===== config.mk =====
export PLATFORM = sky130hd
export DESIGN_NAME = inst_encoder
export DESIGN_NICKNAME = d
export VERILOG_FILES = /design/src/rtl/inst_encoder_pkg.sv /design/src/rtl/inst_encoder_pack.sv /design/src/rtl/inst_encoder.sv
export SDC_FILE = /design/constraint.sdc
export NUM_CORES = 1
export LEC_CHECK = 0
export BUFFER_PORTS_ARGS = -buffer_cell sky130_fd_sc_hd__clkbuf_2
export CAP_MARGIN = 15
export CELL_PAD_IN_SITES_DETAIL_PLACEMENT = 0
export CELL_PAD_IN_SITES_GLOBAL_PLACEMENT = 2
export CORE_AREA = 2 2 115 117
export DETAILED_ROUTE_END_ITERATION = 8
export DIE_AREA = 0 0 117 119
export GPL_TIMING_DRIVEN = 0
export MAX_ROUTING_LAYER = met4
export PLACE_DENSITY = 0.82
export SKIP_CTS_REPAIR_TIMING = 1
export SLEW_MARGIN = 30
export SYNTH_ARGS = -nofsm -noshare
export SYNTH_HDL_FRONTEND = slang
export SYNTH_SLANG_ARGS = --single-unit

===== constraint.sdc =====
create_clock -name clk -period 2.8 [get_ports clk]
set_input_delay 0.28 -clock clk [delete_from_list [all_inputs] [get_ports clk]]
set_output_delay 0.28 -clock clk [all_outputs]
set_load 0.03 [all_outputs]

===== src/rtl/inst_encoder_pkg.sv =====
// Shared types for the RV32I instruction encoder: field formats, error codes,
// FSM states, the beat payload struct and an immediate range helper.
package inst_encoder_pkg;

  localparam int unsigned WORD_W = 32;

  typedef enum logic [2:0] {
    FMT_R   = 3'd0,
    FMT_I   = 3'd1,
    FMT_ISH = 3'd2,
    FMT_S   = 3'd3,
    FMT_B   = 3'd4,
    FMT_U   = 3'd5,
    FMT_J   = 3'd6,
    FMT_ILL = 3'd7
  } fmt_e;

  typedef enum logic [1:0] {
    ERR_NONE     = 2'd0,
    ERR_RANGE    = 2'd1,
    ERR_OVERFLOW = 2'd2,
    ERR_FMT      = 2'd3
  } err_e;

  typedef enum logic [1:0] {
    ST_IDLE  = 2'd0,
    ST_LOAD  = 2'd1,
    ST_DONE  = 2'd2,
    ST_ERROR = 2'd3
  } state_e;

  typedef struct packed {
    fmt_e              fmt;
    logic [6:0]        opcode;
    logic [4:0]        rd;
    logic [4:0]        rs1;
    logic [4:0]        rs2;
    logic [2:0]        funct3;
    logic [6:0]        funct7;
    logic [WORD_W-1:0] imm;
  } inst_fields_t;

  // True when imm is representable as an n-bit two's-complement value,
  // i.e. imm[31:n-1] are all equal.
  function automatic logic fits_signed(input logic [WORD_W-1:0] imm,
                                       input int unsigned n);
    logic [WORD_W-1:0] t;
    t = WORD_W'($signed(imm) >>> (n - 1));
    return (t == '0) || (t == '1);
  endfunction

endpackage


===== src/rtl/inst_encoder_pack.sv =====
// Combinational RV32I field packer with immediate range checking.
module inst_pack
  import inst_encoder_pkg::*;
(
  input  inst_fields_t       fields,
  output logic [WORD_W-1:0]  word_c,
  output err_e               err_c
);

  logic [WORD_W-1:0] imm;
  assign imm = fields.imm;

  always_comb begin
    word_c = '0;
    err_c  = ERR_NONE;
    case (fields.fmt)
      FMT_R: begin
        word_c = {fields.funct7, fields.rs2, fields.rs1, fields.funct3, fields.rd, fields.opcode};
      end
      FMT_I: begin
        word_c = {imm[11:0], fields.rs1, fields.funct3, fields.rd, fields.opcode};
        if (!fits_signed(imm, 12)) err_c = ERR_RANGE;
      end
      FMT_ISH: begin
        word_c = {fields.funct7, imm[4:0], fields.rs1, fields.funct3, fields.rd, fields.opcode};
        if (imm[31:5] != '0) err_c = ERR_RANGE;
      end
      FMT_S: begin
        word_c = {imm[11:5], fields.rs2, fields.rs1, fields.funct3, imm[4:0], fields.opcode};
        if (!fits_signed(imm, 12)) err_c = ERR_RANGE;
      end
      FMT_B: begin
        word_c = {imm[12], imm[10:5], fields.rs2, fields.rs1, fields.funct3,
                  imm[4:1], imm[11], fields.opcode};
        if (!fits_signed(imm, 13) || imm[0]) err_c = ERR_RANGE;
      end
      FMT_U: begin
        word_c = {imm[31:12], fields.rd, fields.opcode};
        if (imm[11:0] != '0) err_c = ERR_RANGE;
      end
      FMT_J: begin
        word_c = {imm[20], imm[10:1], imm[11], imm[19:12], fields.rd, fields.opcode};
        if (!fits_signed(imm, 21) || imm[0]) err_c = ERR_RANGE;
      end
      default: begin
        err_c = ERR_FMT;
      end
    endcase
  end

endmodule


===== src/rtl/inst_encoder.sv =====
// Streams instruction fields in, packs them into RV32I words and writes them
// sequentially into IMEM; any bad beat aborts the session into ERROR.
module inst_encoder
  import inst_encoder_pkg::*;
#(
  parameter int unsigned ADDR_W     = 10,
  parameter int unsigned BASE_ADDR  = 0,
  parameter int unsigned IMEM_DEPTH = 1024
) (
  input  logic              clk,
  input  logic              rst_n,
  input  logic              start,
  input  logic              in_valid,
  output logic              in_ready,
  input  logic [2:0]        in_fmt,
  input  logic [6:0]        in_opcode,
  input  logic [4:0]        in_rd,
  input  logic [4:0]        in_rs1,
  input  logic [4:0]        in_rs2,
  input  logic [2:0]        in_funct3,
  input  logic [6:0]        in_funct7,
  input  logic [31:0]       in_imm,
  input  logic              in_last,
  output logic              imem_we,
  output logic [ADDR_W-1:0] imem_addr,
  output logic [31:0]       imem_wdata,
  output logic              busy,
  output logic              done,
  output logic              err,
  output logic [1:0]        err_code,
  output logic [ADDR_W:0]   inst_count
);

  localparam int unsigned CNT_W = ADDR_W + 1;

  state_e            state, state_d;
  err_e              err_q, err_d;
  logic              wr_d;
  logic              clr_d;
  logic              accept;
  inst_fields_t      fields;
  logic [WORD_W-1:0] pack_word;
  err_e              pack_err;

  assign fields = '{
    fmt:    fmt_e'(in_fmt),
    opcode: in_opcode,
    rd:     in_rd,
    rs1:    in_rs1,
    rs2:    in_rs2,
    funct3: in_funct3,
    funct7: in_funct7,
    imm:    in_imm
  };

  inst_pack u_pack (
    .fields (fields),
    .word_c (pack_word),
    .err_c  (pack_err)
  );

  assign accept   = in_valid && in_ready;
  assign err_code = err_q;

  // Next-state, write request and error capture
  always_comb begin
    state_d = state;
    err_d   = err_q;
    wr_d    = 1'b0;
    clr_d   = 1'b0;
    case (state)
      ST_IDLE, ST_DONE, ST_ERROR: begin
        if (start) begin
          state_d = ST_LOAD;
          err_d   = ERR_NONE;
          clr_d   = 1'b1;
        end
      end
      ST_LOAD: begin
        if (accept) begin
          if (pack_err != ERR_NONE) begin
            state_d = ST_ERROR;
            err_d   = pack_err;
          end else if (inst_count == CNT_W'(IMEM_DEPTH)) begin
            state_d = ST_ERROR;
            err_d   = ERR_OVERFLOW;
          end else begin
            wr_d = 1'b1;
            if (in_last) state_d = ST_DONE;
          end
        end
      end
      default: state_d = ST_IDLE;
    endcase
  end

  // State, status flags and the single-cycle IMEM write
  always_ff @(posedge clk) begin
    if (!rst_n) begin
      state      <= ST_IDLE;
      err_q      <= ERR_NONE;
      in_ready   <= 1'b0;
      busy       <= 1'b0;
      done       <= 1'b0;
      err        <= 1'b0;
      imem_we    <= 1'b0;
      imem_addr  <= '0;
      imem_wdata <= '0;
      inst_count <= '0;
    end else begin
      state    <= state_d;
      err_q    <= err_d;
      in_ready <= (state_d == ST_LOAD);
      busy     <= (state_d == ST_LOAD);
      done     <= (state_d == ST_DONE);
      err      <= (state_d == ST_ERROR);
      imem_we  <= wr_d;
      if (wr_d) begin
        imem_addr  <= ADDR_W'(BASE_ADDR) + inst_count[ADDR_W-1:0];
        imem_wdata <= pack_word;
      end
      if (clr_d) begin
        inst_count <= '0;
      end else if (wr_d) begin
        inst_count <= inst_count + CNT_W'(1);
      end
    end
  end

endmodule

==> summary.txt, run 1 <==
Critical path
  • Crit path max fanout: 10
  • Cell count of the worst reg-to-reg path: 8
  • CP Capture Type: flip-flop
  • Crit path launch type: input port
  • RR Endpoint: imem_wdata[4]$_SDFFE_PN0P_
  • R2R Setup Slk: between 0.4 and 0.5 ns
  • Worst R2R Start: inst_count[2]$_SDFFE_PP0P_
  • Arrival time worst endpoint: around 2.8 ns
  • Critical path type: input port to flip-flop
  • Crit path required time: ~3.0 ns

Global routing
  • Initial antenna violation count: 0
  • GR Util All Layers: ~18%
  • GRT overflow: 0
  • Global-route wire length before repair: 18800 um
  • Largest net degree at the start of global routing: 12
  • Vias in the first global route: about 3500

Synthesis
  • Synthesis-stage register bit count: a little over 60
  • Most numerous cell in the Yosys netlist: nand2_1
  • Post-synth EDFFs: 0
  • Ranking of synthesized cells by area: dfxtp_1 (36%), nand2_1 (7.0%), a21boi_0 (4.5%), a221oi_1 (3.9%), mux2_2 (3.7%)
  • Area share of the largest cell type after synthesis: a little over a third
  • Post-synth top cells: nand2_1 (63), dfxtp_1 (61), nor2_1 (28)
  • Avg Cell Area, Syn: approximately 8.3 um^2
  • Seq/Total Area, Yosys: between 30% and 40%
  • Synthesis Warnings: 0
  • Asr flop ratio synth: 0%
  • Post-synth top area cell: dfxtp_1
  • Ys flop type: dfxtp_1
  • Cells after Synth: between 400 and 500
  • Mapped Area: ~3400 um^2
  • Synth cell types: 52
  • Syn Nets: about 480

STA
  • Total Neg Setup Slack: 0 ns
  • Hold_ws: ~0.19 ns
  • Max frequency: 0.398 GHz
  • Hold violation count in the final report: 0
  • Max-slew violations: 0
  • Worst-Margin Slew: 0.650 ns
  • Final setup viols: 0
  • Period utilization: around 90%
  • Final Critical Period: roughly 2.5 ns
  • Worst Skew: a little under 0.009 ns
  • Slew headroom: a little under three fifths
  • RSZ-0062 raised after global routing: false

Worst hold path
  • Worst Hold End: imem_wdata[2]$_SDFFE_PN0P_
  • Min-delay worst type: input port to flip-flop
  • Hold Crit Depth: 3
  • Hold path startpoint: in_opcode[2]

Die
  • Io pins: roughly 130
  • Die height: around 120 um
  • Die ar.: between 10000 and 15000 um^2
  • Core area: roughly 13000 um^2
  • Cell Rows: 42
  • Starting Density: a little over a quarter
  • Chip width: approximately 120 um

Clock tree
  • Num CTS Buffers: 9
  • Later-pin clock latency in the skew report: approximately 0.32 ns
  • CTS max path bufs: 2
  • Sink Count: slightly above 60
  • Clock Tree Root: clkbuf_16
  • Worst-path clk slew: 0.06 ns
  • H-tree Lvls: 3
  • CTS tree: built

Drt
  • Routed via count: around 3700
  • DR DRC count: 0
  • Routed len/inst: approximately 17 um
  • First-pass DRT Iterations: 4
  • Final wirelength: 12000 um
  • Initial drt markers: approximately 170
  • ANT nets after route: 0
  • Via/cell ratio: about 5

Finish
  • Footprint of the multi-input gates: 1980 um^2
  • Final Util: 35.4%
  • Final instance area: 4550 um^2
  • Layout cells sized above 1: about a third
  • Layout area overhead: 35.7%
  • # nets final: around 620
  • Storage cell area: between 1000 and 1500 um^2
  • FILL cells: about 1400
  • # diodes: 0

Run status
  • Status: complete, no violations

Power
  • P_leak: ~0.0018 uW
  • Pwr Density: 520 nW/um^2
  • Power Total: roughly 2400 uW
  • Worst ir drop on vdd: 219 uV

Placement
  • Port Buf Inserts: between 100 and 150
  • Final HPWL DP: 9410 um
  • Final Wtd Congestion: 0.821
  • Cell Area, Placed: about 4200 um^2

Job
  • Max cap viols: 0
-- power by group --
| group | internal, uW | leakage, uW | switching [uW] |
|---|---|---|---|
| registers | 879 | 0.000492 | 5.84 |
| logic | 120 | 0.00115 | 173 |
| clock network | 783 | 0.000150 | 406 |
| total | 1780 | 0.00179 | 585 |
-- placed cells by master, fill, tap and decap left out, types with 5 or more instances in the layout --
cell       Yosys  layout
a211o_1        7       7
a211oi_1       7       7
a21boi_0      20      20
a21boi_1       8       8
a21oi_1       17      17
a221o_1        6       6
a221oi_1      15      15
a22oi_1        5       5
and3_1         6       6
buf_2          5       5
clkbuf_1      20      21
clkbuf_16      0       9
clkbuf_2       0     130
dfxtp_1       61      61
inv_1          5       5
mux2_2        11      11
mux2i_1        6       6
nand2_1       63      63
nand3_1        7       7
nand4_1        8       8
nor2_1        28      28
nor2b_1        6       6
nor3b_1       10      10
nor3b_2        5       5
nor4_1         8       8
o211ai_1       7       7
o21ai_0        8       8
o22ai_1        6       6
or3_1          6       6
-- flip-flops by register name, summed over array words and instances, names as in the netlist --
name,cells
state,2
done,1
busy,1
imem_we,1
imem_addr,10
err,1
inst_count,11
imem_wdata,32
err_code,2
-- worst max path at each step --
stage	from	endpoint	slack, ns	depth (start not counted)
after floorplan	in_fmt[2]	inst_count[0]$_SDFFE_PP0P_	0.49	11
after detailed placement	in_fmt[2]	imem_wdata[4]$_SDFFE_PN0P_	-0.22	10
final	in_fmt[2]	imem_wdata[4]$_SDFFE_PN0P_	0.29	11
after CTS	in_fmt[2]	imem_wdata[9]$_SDFFE_PN0P_	0.11	10
after global routing	in_fmt[2]	imem_wdata[4]$_SDFFE_PN0P_	0.03	11
after global placement	in_fmt[2]	imem_wdata[9]$_SDFFE_PN0P_	-0.13	10
-- worst max-delay path: stages --
cell,delay (ns)
buf_2,0.18
nor2b_1,0.15
clkbuf_1,0.37
nand2_1,0.12
a21oi_1,0.23
nor4_2,0.08
buf_4,0.16
o2111ai_2,0.41
clkbuf_1,0.47
nand2_1,0.11
a21boi_0,0.18
-- metrics by stage --
stage,setup slack [ns],cells
after detailed placement,-0.219,707
after global placement,-0.132,707
after floorplan,0.486,402
after global routing,0.0337,724
after CTS,0.112,723
final,0.287,724
-- area by class of cell --
cell class | count | share of cell area [%]
multi-input cells | 304 | 43.5
clock buffers | 11 | 5.11
repair buffers | 130 | 14.3
well taps | 176 | 4.84
clock inverters | 5 | 1.87
flip-flops and latches | 61 | 26.8
plain buffers | 31 | 3.05
inverters | 6 | 0.495
-- kinds of logic after synthesis --
kind of cell               count (synthesis)  synth area share (%)
adders and majority gates                  2                 0.746
muxes                                     17                  5.48
AOI/OAI and AO/OA                        119                  26.4
and+or+nand+nor                          163                  25.4
DFF                                       61                  36.4
xor gates and xnor gates                   3                 0.783
buffers and inverters                     37                  4.77
-- metal layers --
| metal | vias up | share of wire, % | track usage (%) |
|---|---|---|---|
| met1 | 1736 | 47 | 24.1 |
| met2 | 144 | 45 | 26.6 |
| met3 | 14 | 6.7 | 4.27 |
| met5 | - | 0 | - |
| met4 | 0 | 1.6 | 4.85 |
| li1 | 1779 | - | - |
No activity file was read; power rests on OpenSTA's default activity.
==> inputs of run 2 (changes only) <==
==> constraint.sdc (replaced) <==
create_clock -name clk -period 2.8 [get_ports clk]
set_input_delay 0.56 -clock clk [delete_from_list [all_inputs] [get_ports clk]]
set_output_delay 0.56 -clock clk [all_outputs]
set_load 0.03 [all_outputs]
==> summary.txt, run 2 (same netlist as run 1, synthesis figures left out) <==
Die
  • Core area: 12900 um^2 (unchanged)
  • Chip width: 117 um (unchanged)
  • Die height: 119 um (unchanged)
  • Starting Density: 26.1% (unchanged)
  • Io pins: 132 (unchanged)
  • Cell Rows: 42 (unchanged)
  • Die ar.: 13900 um^2 (unchanged)

Run status
  • Status: complete, no violations

Drt
  • Routed via count: 3694 (+0.57%)
  • DR DRC count: 0 (unchanged)
  • ANT nets after route: 0 (unchanged)
  • Via/cell ratio: 5.09 (+0.29%)
  • Routed len/inst: 16.6 um (about the same)
  • Final wirelength: 12000 um (+0.22%)
  • Initial drt markers: 200 (+20%)
  • First-pass DRT Iterations: 5 (+1)

Critical path
  • Crit path max fanout: 10 (unchanged)
  • Max stage delay cell, worst path: or4_4
  • Crit path required time: 3.05 ns (about the same)
  • CP Cell Sequence: clkbuf_2 > nand4_1 > nor3_4 > a311oi_1 > or4_4 > a2111oi_4 > buf_6 > buf_6 > nor2_1 > nor3b_2
  • Crit-path most repeated cell: buf_6
  • Critical path type: input port to flip-flop
  • Cell count of the worst reg-to-reg path: 8 (unchanged)
  • CP Capture Type: flip-flop
  • RR Endpoint: imem_wdata[9]$_SDFFE_PN0P_
  • Top delay family on crit path: simple AND/OR/NAND/NOR gates
  • Worst R2R Start: inst_count[2]$_SDFFE_PP0P_
  • Slowest stage delay, CP: 0.59 ns (+0.12 ns)
  • Crit path buffers/inverters: 3 (-1)
  • Arrival time worst endpoint: 2.90 ns (+0.14 ns)
  • Crit path launch type: input port
  • R2R Setup Slk: 0.47 ns (about the same)

Placement
  • Cell Area, Placed: 4220 um^2 (unchanged)
  • Port Buf Inserts: 129 (unchanged)
  • Final HPWL DP: 9410 um (unchanged)
  • Final Wtd Congestion: 0.821 (unchanged)

Power
  • P_leak: 0.00183 uW (+2.0%)
  • Worst ir drop on vdd: 220 uV (+0.43%)
  • Switching pwr: 588 uW (+0.37%)
  • Cell internal pwr: 1780 uW (+0.15%)
  • Sequential share of power: 37.3% (about the same)
  • Pwr Density: 516 nW/um^2 (-0.67%)
  • Combinational Power Share: 12.5% (about the same)
  • Power Total: 2370 uW (+0.21%)
  • Sw Share: 24.8% (+0.039 points)
  • Clk pwr share: 50.2% (about the same)

Clock tree
  • Later-pin clock latency in the skew report: 0.32 ns (about the same)
  • Clock Tree Root: clkbuf_16
  • Num CTS Buffers: 9 (unchanged)
  • Worst-path clk slew: 0.06 ns (about the same)
  • H-tree Lvls: 3 (unchanged)
  • CTS max path bufs: 2 (unchanged)
  • CTS tree: built
  • Sink Count: 61 (unchanged)

Finish
  • FILL cells: 1346 (-0.37%)
  • Final instance area: 4590 um^2 (+0.88%)
  • Most common cell after layout, fill and taps aside: clkbuf_2
  • Final Util: 35.7% (+0.31 points)
  • # nets final: 619 (+0.32%)
  • Layout area overhead: 36.9%
  • Max reg flops: 32 (unchanged)
  • # diodes: 0 (unchanged)
  • Largest Register: imem_wdata
  • Layout cells sized above 1: 33.5% (+1.3 points)
  • Most frequent cells in the layout: clkbuf_2 (135), nand2_1 (63), dfxtp_1 (61), nor2_1 (28), a21boi_0 (20)
  • Regs by FF count: imem_wdata x32, inst_count x11, imem_addr x10

STA
  • Final Critical Period: 2.65 ns (+0.137 ns)
  • Slew headroom: 57.6% (+0.97 points)
  • Hold_ws: 0.457 ns (+0.266 ns)
  • Worst-Margin Slew: 0.631 ns (-0.0188 ns)
  • Hold violation count in the final report: 0 (unchanged)
  • Final setup viols: 0 (unchanged)
  • Worst Skew: 0.00848 ns (-0.000169 ns)
  • Period utilization: 94.6% (+4.9 points)
  • RSZ-0062 raised after global routing: true
  • Max frequency: 0.377 GHz (-5.2%)
  • Max-slew violations: 0 (unchanged)

Global routing
  • GR Util All Layers: 17.8% (unchanged)
  • Vias in the first global route: 3522 (unchanged)
  • GRT overflow: 0 (unchanged)
  • Initial antenna violation count: 0 (unchanged)
  • Largest net degree at the start of global routing: 12 (unchanged)
  • Global-route wire length before repair: 18800 um (unchanged)

Worst hold path
  • Min-delay worst type: flip-flop to flip-flop
  • Hold Crit Depth: 2 (-1)
  • Hold path startpoint: imem_addr[8]$_SDFFE_PN0P_
  • Worst Hold End: imem_addr[8]$_SDFFE_PN0P_

Job
  • Max cap viols: 0 (unchanged)
==> run 2: cell types whose count changed in the layout (fill, tap and decap cells not counted), sizes merged <==
cell    change
buf         +1
clkbuf      +1
==> run 2: through the flow <==
| stage | cells | worst slack (ns) | TNS, ns |
|---|---|---|---|
| 2_1_floorplan | 402 | 0.206 | 0 |
| 3_3_place_gp | 707 | -0.412 | -16.76 |
| 3_5_place_dp | 707 | -0.499 | -20.07 |
| 4_1_cts | 723 | -0.168 | -4.03 |
| 5_1_grt | 726 | -0.0161 | -0.0300 |
| 6_report | 726 | 0.150 | 0 |
==> run 2: power groups by stage <==
stage               sequential [uW]  combinational [uW]  clock, uW
global route                    886                 326       1260
global placement                903                 284          0
finish                          885                 296       1190
detailed placement              904                 288          0
floorplan                       920                 147          0
CTS                             885                 290       1210
==> run 2: how the worst max path moves through the flow <==
stage,start,endpoint,cells after the start
after floorplan,in_fmt[2],inst_count[0]$_SDFFE_PP0P_,11
after global routing,in_imm[29],imem_wdata[17]$_SDFFE_PN0P_,10
final,in_imm[29],imem_wdata[20]$_SDFFE_PN0P_,10
after global placement,in_fmt[2],imem_wdata[9]$_SDFFE_PN0P_,10
after detailed placement,in_fmt[2],imem_wdata[4]$_SDFFE_PN0P_,10
after CTS,in_fmt[2],imem_wdata[9]$_SDFFE_PN0P_,10
==> run 2: worst reg2reg max path, cell delays in order, from the launching register on <==
cell and delay, ns:
dfxtp_1 0.35, clkbuf_1 0.34, nor4_1 0.12, nand4_1 0.18, and2_1 0.21, o2111ai_2 0.27
clkbuf_2 0.32, a211oi_1 0.35, nor3b_1 0.08
==> run 2: cell type report <==
class                      count  area [um^2]  share of cell area (%)
inverter                       6         22.5                   0.490
multi-input combinational    304         1990                    43.4
clock inverter                 5         85.1                    1.85
clock buffer                  11          233                    5.07
sequential                    61         1220                    26.6
tap                          176          220                    4.79
timing repair buffer         132          668                    14.5
buffer                        31          151                    3.30
==> run 2: per-layer routing <==
metal | up-vias | wire length [um] | track usage (%)
met1 | 1728 | 5560 | 24.1
met3 | 17 | 903 | 4.27
met5 | - | 0 | -
met4 | 0 | 225 | 4.85
met2 | 162 | 5340 | 26.6
li1 | 1787 | - | -
==> inputs of run 3 (changes only) <==
--- a/config.mk
+++ b/config.mk
@@ -5,13 +5,13 @@
 export SDC_FILE = /design/constraint.sdc
 export NUM_CORES = 1
 export LEC_CHECK = 0
-export BUFFER_PORTS_ARGS = -buffer_cell sky130_fd_sc_hd__clkbuf_2
 export CAP_MARGIN = 15
 export CELL_PAD_IN_SITES_DETAIL_PLACEMENT = 0
 export CELL_PAD_IN_SITES_GLOBAL_PLACEMENT = 2
-export CORE_AREA = 2 2 115 117
+export CORE_AREA = 2 2 101 103
 export DETAILED_ROUTE_END_ITERATION = 8
-export DIE_AREA = 0 0 117 119
+export DIE_AREA = 0 0 103 105
+export DONT_BUFFER_PORTS = 1
 export GPL_TIMING_DRIVEN = 0
 export MAX_ROUTING_LAYER = met4
 export PLACE_DENSITY = 0.82
==> constraint.sdc (replaced) <==
create_clock -name clk -period 2.8 [get_ports clk]
set_input_delay 0.42 -clock clk [delete_from_list [all_inputs] [get_ports clk]]
set_output_delay 0.42 -clock clk [all_outputs]
set_load 0.03 [all_outputs]
==> summary.txt, run 3 (same netlist as run 1, synthesis figures left out) <==
Clock tree
  • H-tree Lvls: 3 (unchanged)
  • CTS tree: built
  • CTS max path bufs: 2 (unchanged)
  • Clock Tree Root: clkbuf_8
  • Later-pin clock latency in the skew report: 0.34 ns (+0.02 ns)
  • Worst-path clk slew: 0.08 ns (+0.02 ns)
  • Sink Count: 61 (unchanged)
  • Num CTS Buffers: 9 (unchanged)

Placement
  • Final Wtd Congestion: 0.859 (+4.6%)
  • Setup WS pre-CTS: -0.332 ns (+0.168 ns)
  • Port Buf Inserts: 0 (-100%)
  • Final HPWL DP: 8250 um (-12%)

Die
  • Io pins: 132 (unchanged)
  • Cell Rows: 36 (-14%)
  • Die ar.: 10800 um^2 (-22%)
  • Core area: 9640 um^2 (-25%)
  • Starting Density: 34.8% (+8.7 points)
  • Die height: 105 um (-12%)
  • Chip width: 103 um (-12%)

STA
  • Max-slew violations: 0 (unchanged)
  • Hold violation count in the final report: 0 (unchanged)
  • Final Critical Period: 2.53 ns (-0.124 ns)
  • Worst-Margin Slew: 0.696 ns (+0.0653 ns)
  • Slew headroom: 53.6% (-4.1 points)
  • RSZ-0062 raised after global routing: false
  • Final setup viols: 0 (unchanged)
  • Hold_ws: 0.222 ns (-0.235 ns)
  • Worst Skew: 0.00990 ns (+0.00142 ns)
  • Final setup margin: 0.274 ns (+0.124 ns)
  • Max frequency: 0.396 GHz (+4.9%)
  • Period utilization: 90.2% (-4.4 points)

Finish
  • Max reg flops: 32 (unchanged)
  • Final Util: 38.5% (+2.8 points)
  • Layout area overhead: 10.5%
  • Storage cell area: 1220 um^2 (unchanged)
  • Most frequent cells in the layout: nand2_1 (63), dfxtp_1 (61), nor2_1 (28), a21boi_0 (20), a21oi_1 (17)
  • Regs by FF count: imem_wdata x32, inst_count x11, imem_addr x10
  • Footprint of the multi-input gates: 1980 um^2 (-0.63%)
  • Most common cell after layout, fill and taps aside: nand2_1
  • # diodes: 0 (unchanged)
  • Layout cells sized above 1: 12.2% (-21 points)
  • FILL cells: 1038 (-23%)
  • Largest Register: imem_wdata
  • # nets final: 487 (-21%)

Global routing
  • Vias in the first global route: 3198 (-9.2%)
  • GR Util All Layers: 20.9% (+3.1 points)
  • Largest net degree at the start of global routing: 13 (+1)
  • Initial antenna violation count: 0 (unchanged)
  • Global-route wire length before repair: 17000 um (-9.5%)
  • GRT overflow: 0 (unchanged)

Critical path
  • Worst R2R Start: inst_count[2]$_SDFFE_PP0P_
  • Critical path type: input port to flip-flop
  • Crit path launch type: input port
  • Worst setup startpoint: in_fmt[1]
  • Crit path required time: 3.07 ns (+0.02 ns)
  • Crit path max fanout: 10 (unchanged)
  • CP Capture Type: flip-flop
  • Cell count of the worst reg-to-reg path: 8 (unchanged)
  • Arrival time worst endpoint: 2.79 ns (-0.11 ns)

Drt
  • Routed via count: 3161 (-14%)
  • DR DRC count: 0 (unchanged)
  • Final wirelength: 10900 um (-9.5%)
  • Via/cell ratio: 5.74 (+13%)
  • ANT nets after route: 0 (unchanged)
  • Initial drt markers: 151 (-25%)
  • First-pass DRT Iterations: 4 (-1)
  • Routed len/inst: 19.8 um (+19%)

Power
  • P_leak: 0.00117 uW (-36%)
  • Clk pwr share: 39.3% (-11 points)
  • Worst ir drop on vdd: 221 uV (+0.46%)
  • Switching pwr: 516 uW (-12%)
  • Combinational Power Share: 10.5% (-2.0 points)
  • Sw Share: 28.8% (+4.0 points)
  • Cell internal pwr: 1280 uW (-28%)
  • Pwr Density: 484 nW/um^2 (-6.2%)
  • Sequential share of power: 50.3% (+13 points)
  • Power Total: 1790 uW (-24%)

Worst hold path
  • Hold path startpoint: in_opcode[1]
  • Hold Crit Depth: 2 (unchanged)
  • Min-delay worst type: input port to flip-flop

Run status
  • Status: complete, no violations

Job
  • Max cap viols: 0 (unchanged)
[run 3: path summary, 6_finish.rpt]
check,endpoint,slack [ns]
worst max-delay path,inst_count[10]$_SDFFE_PP0P_,0.27
worst min-delay path,imem_wdata[1]$_SDFFE_PN0P_,0.22
worst max register to register,imem_wdata[11]$_SDFFE_PN0P_,0.32
worst min register to register,imem_wdata[26]$_SDFFE_PN0P_,0.61
[run 3: stage by stage]
stage                     setup TNS, ns  instances  area [um^2]
after floorplan                       0        402         3350
after global placement            -9.84        535         3520
after detailed placement         -11.33        535         3520
after CTS                             0        551         3700
after global routing                  0        551         3710
final                                 0        551         3710
[run 3: critical path, cell delays in order]
cell	delay (ns)
buf_2	0.16
nor2b_1	0.18
and2_1	0.20
a221o_1	0.36
a31oi_1	0.35
o21ai_1	0.19
clkbuf_1	0.24
or4_1	0.54
a21oi_1	0.14
[run 3: final cells by class]
type / count / share of cell area (%)
Clock buffer: 9 / 3.34
Buffer: 31 / 3.85
Tap cell: 133 / 4.49
Clock inverter: 7 / 1.38
Sequential cell: 61 / 32.9
Inverter: 6 / 0.607
Multi-Input combinational cell: 304 / 53.4
[run 3: power by group through the flow]
stage	sequential, uW	clock, uW	combinational, uW
6_report	902	705	188
5_1_grt	904	774	208
4_1_cts	902	739	186
3_5_place_dp	923	0	186
3_3_place_gp	923	0	184
2_1_floorplan	920	0	147
[run 3: per-layer routing]
metal,track usage (%),part of all wire (%)
met5,-,0
met4,5.92,0.39
met3,5.48,7.2
met2,32.1,47
met1,27.0,45
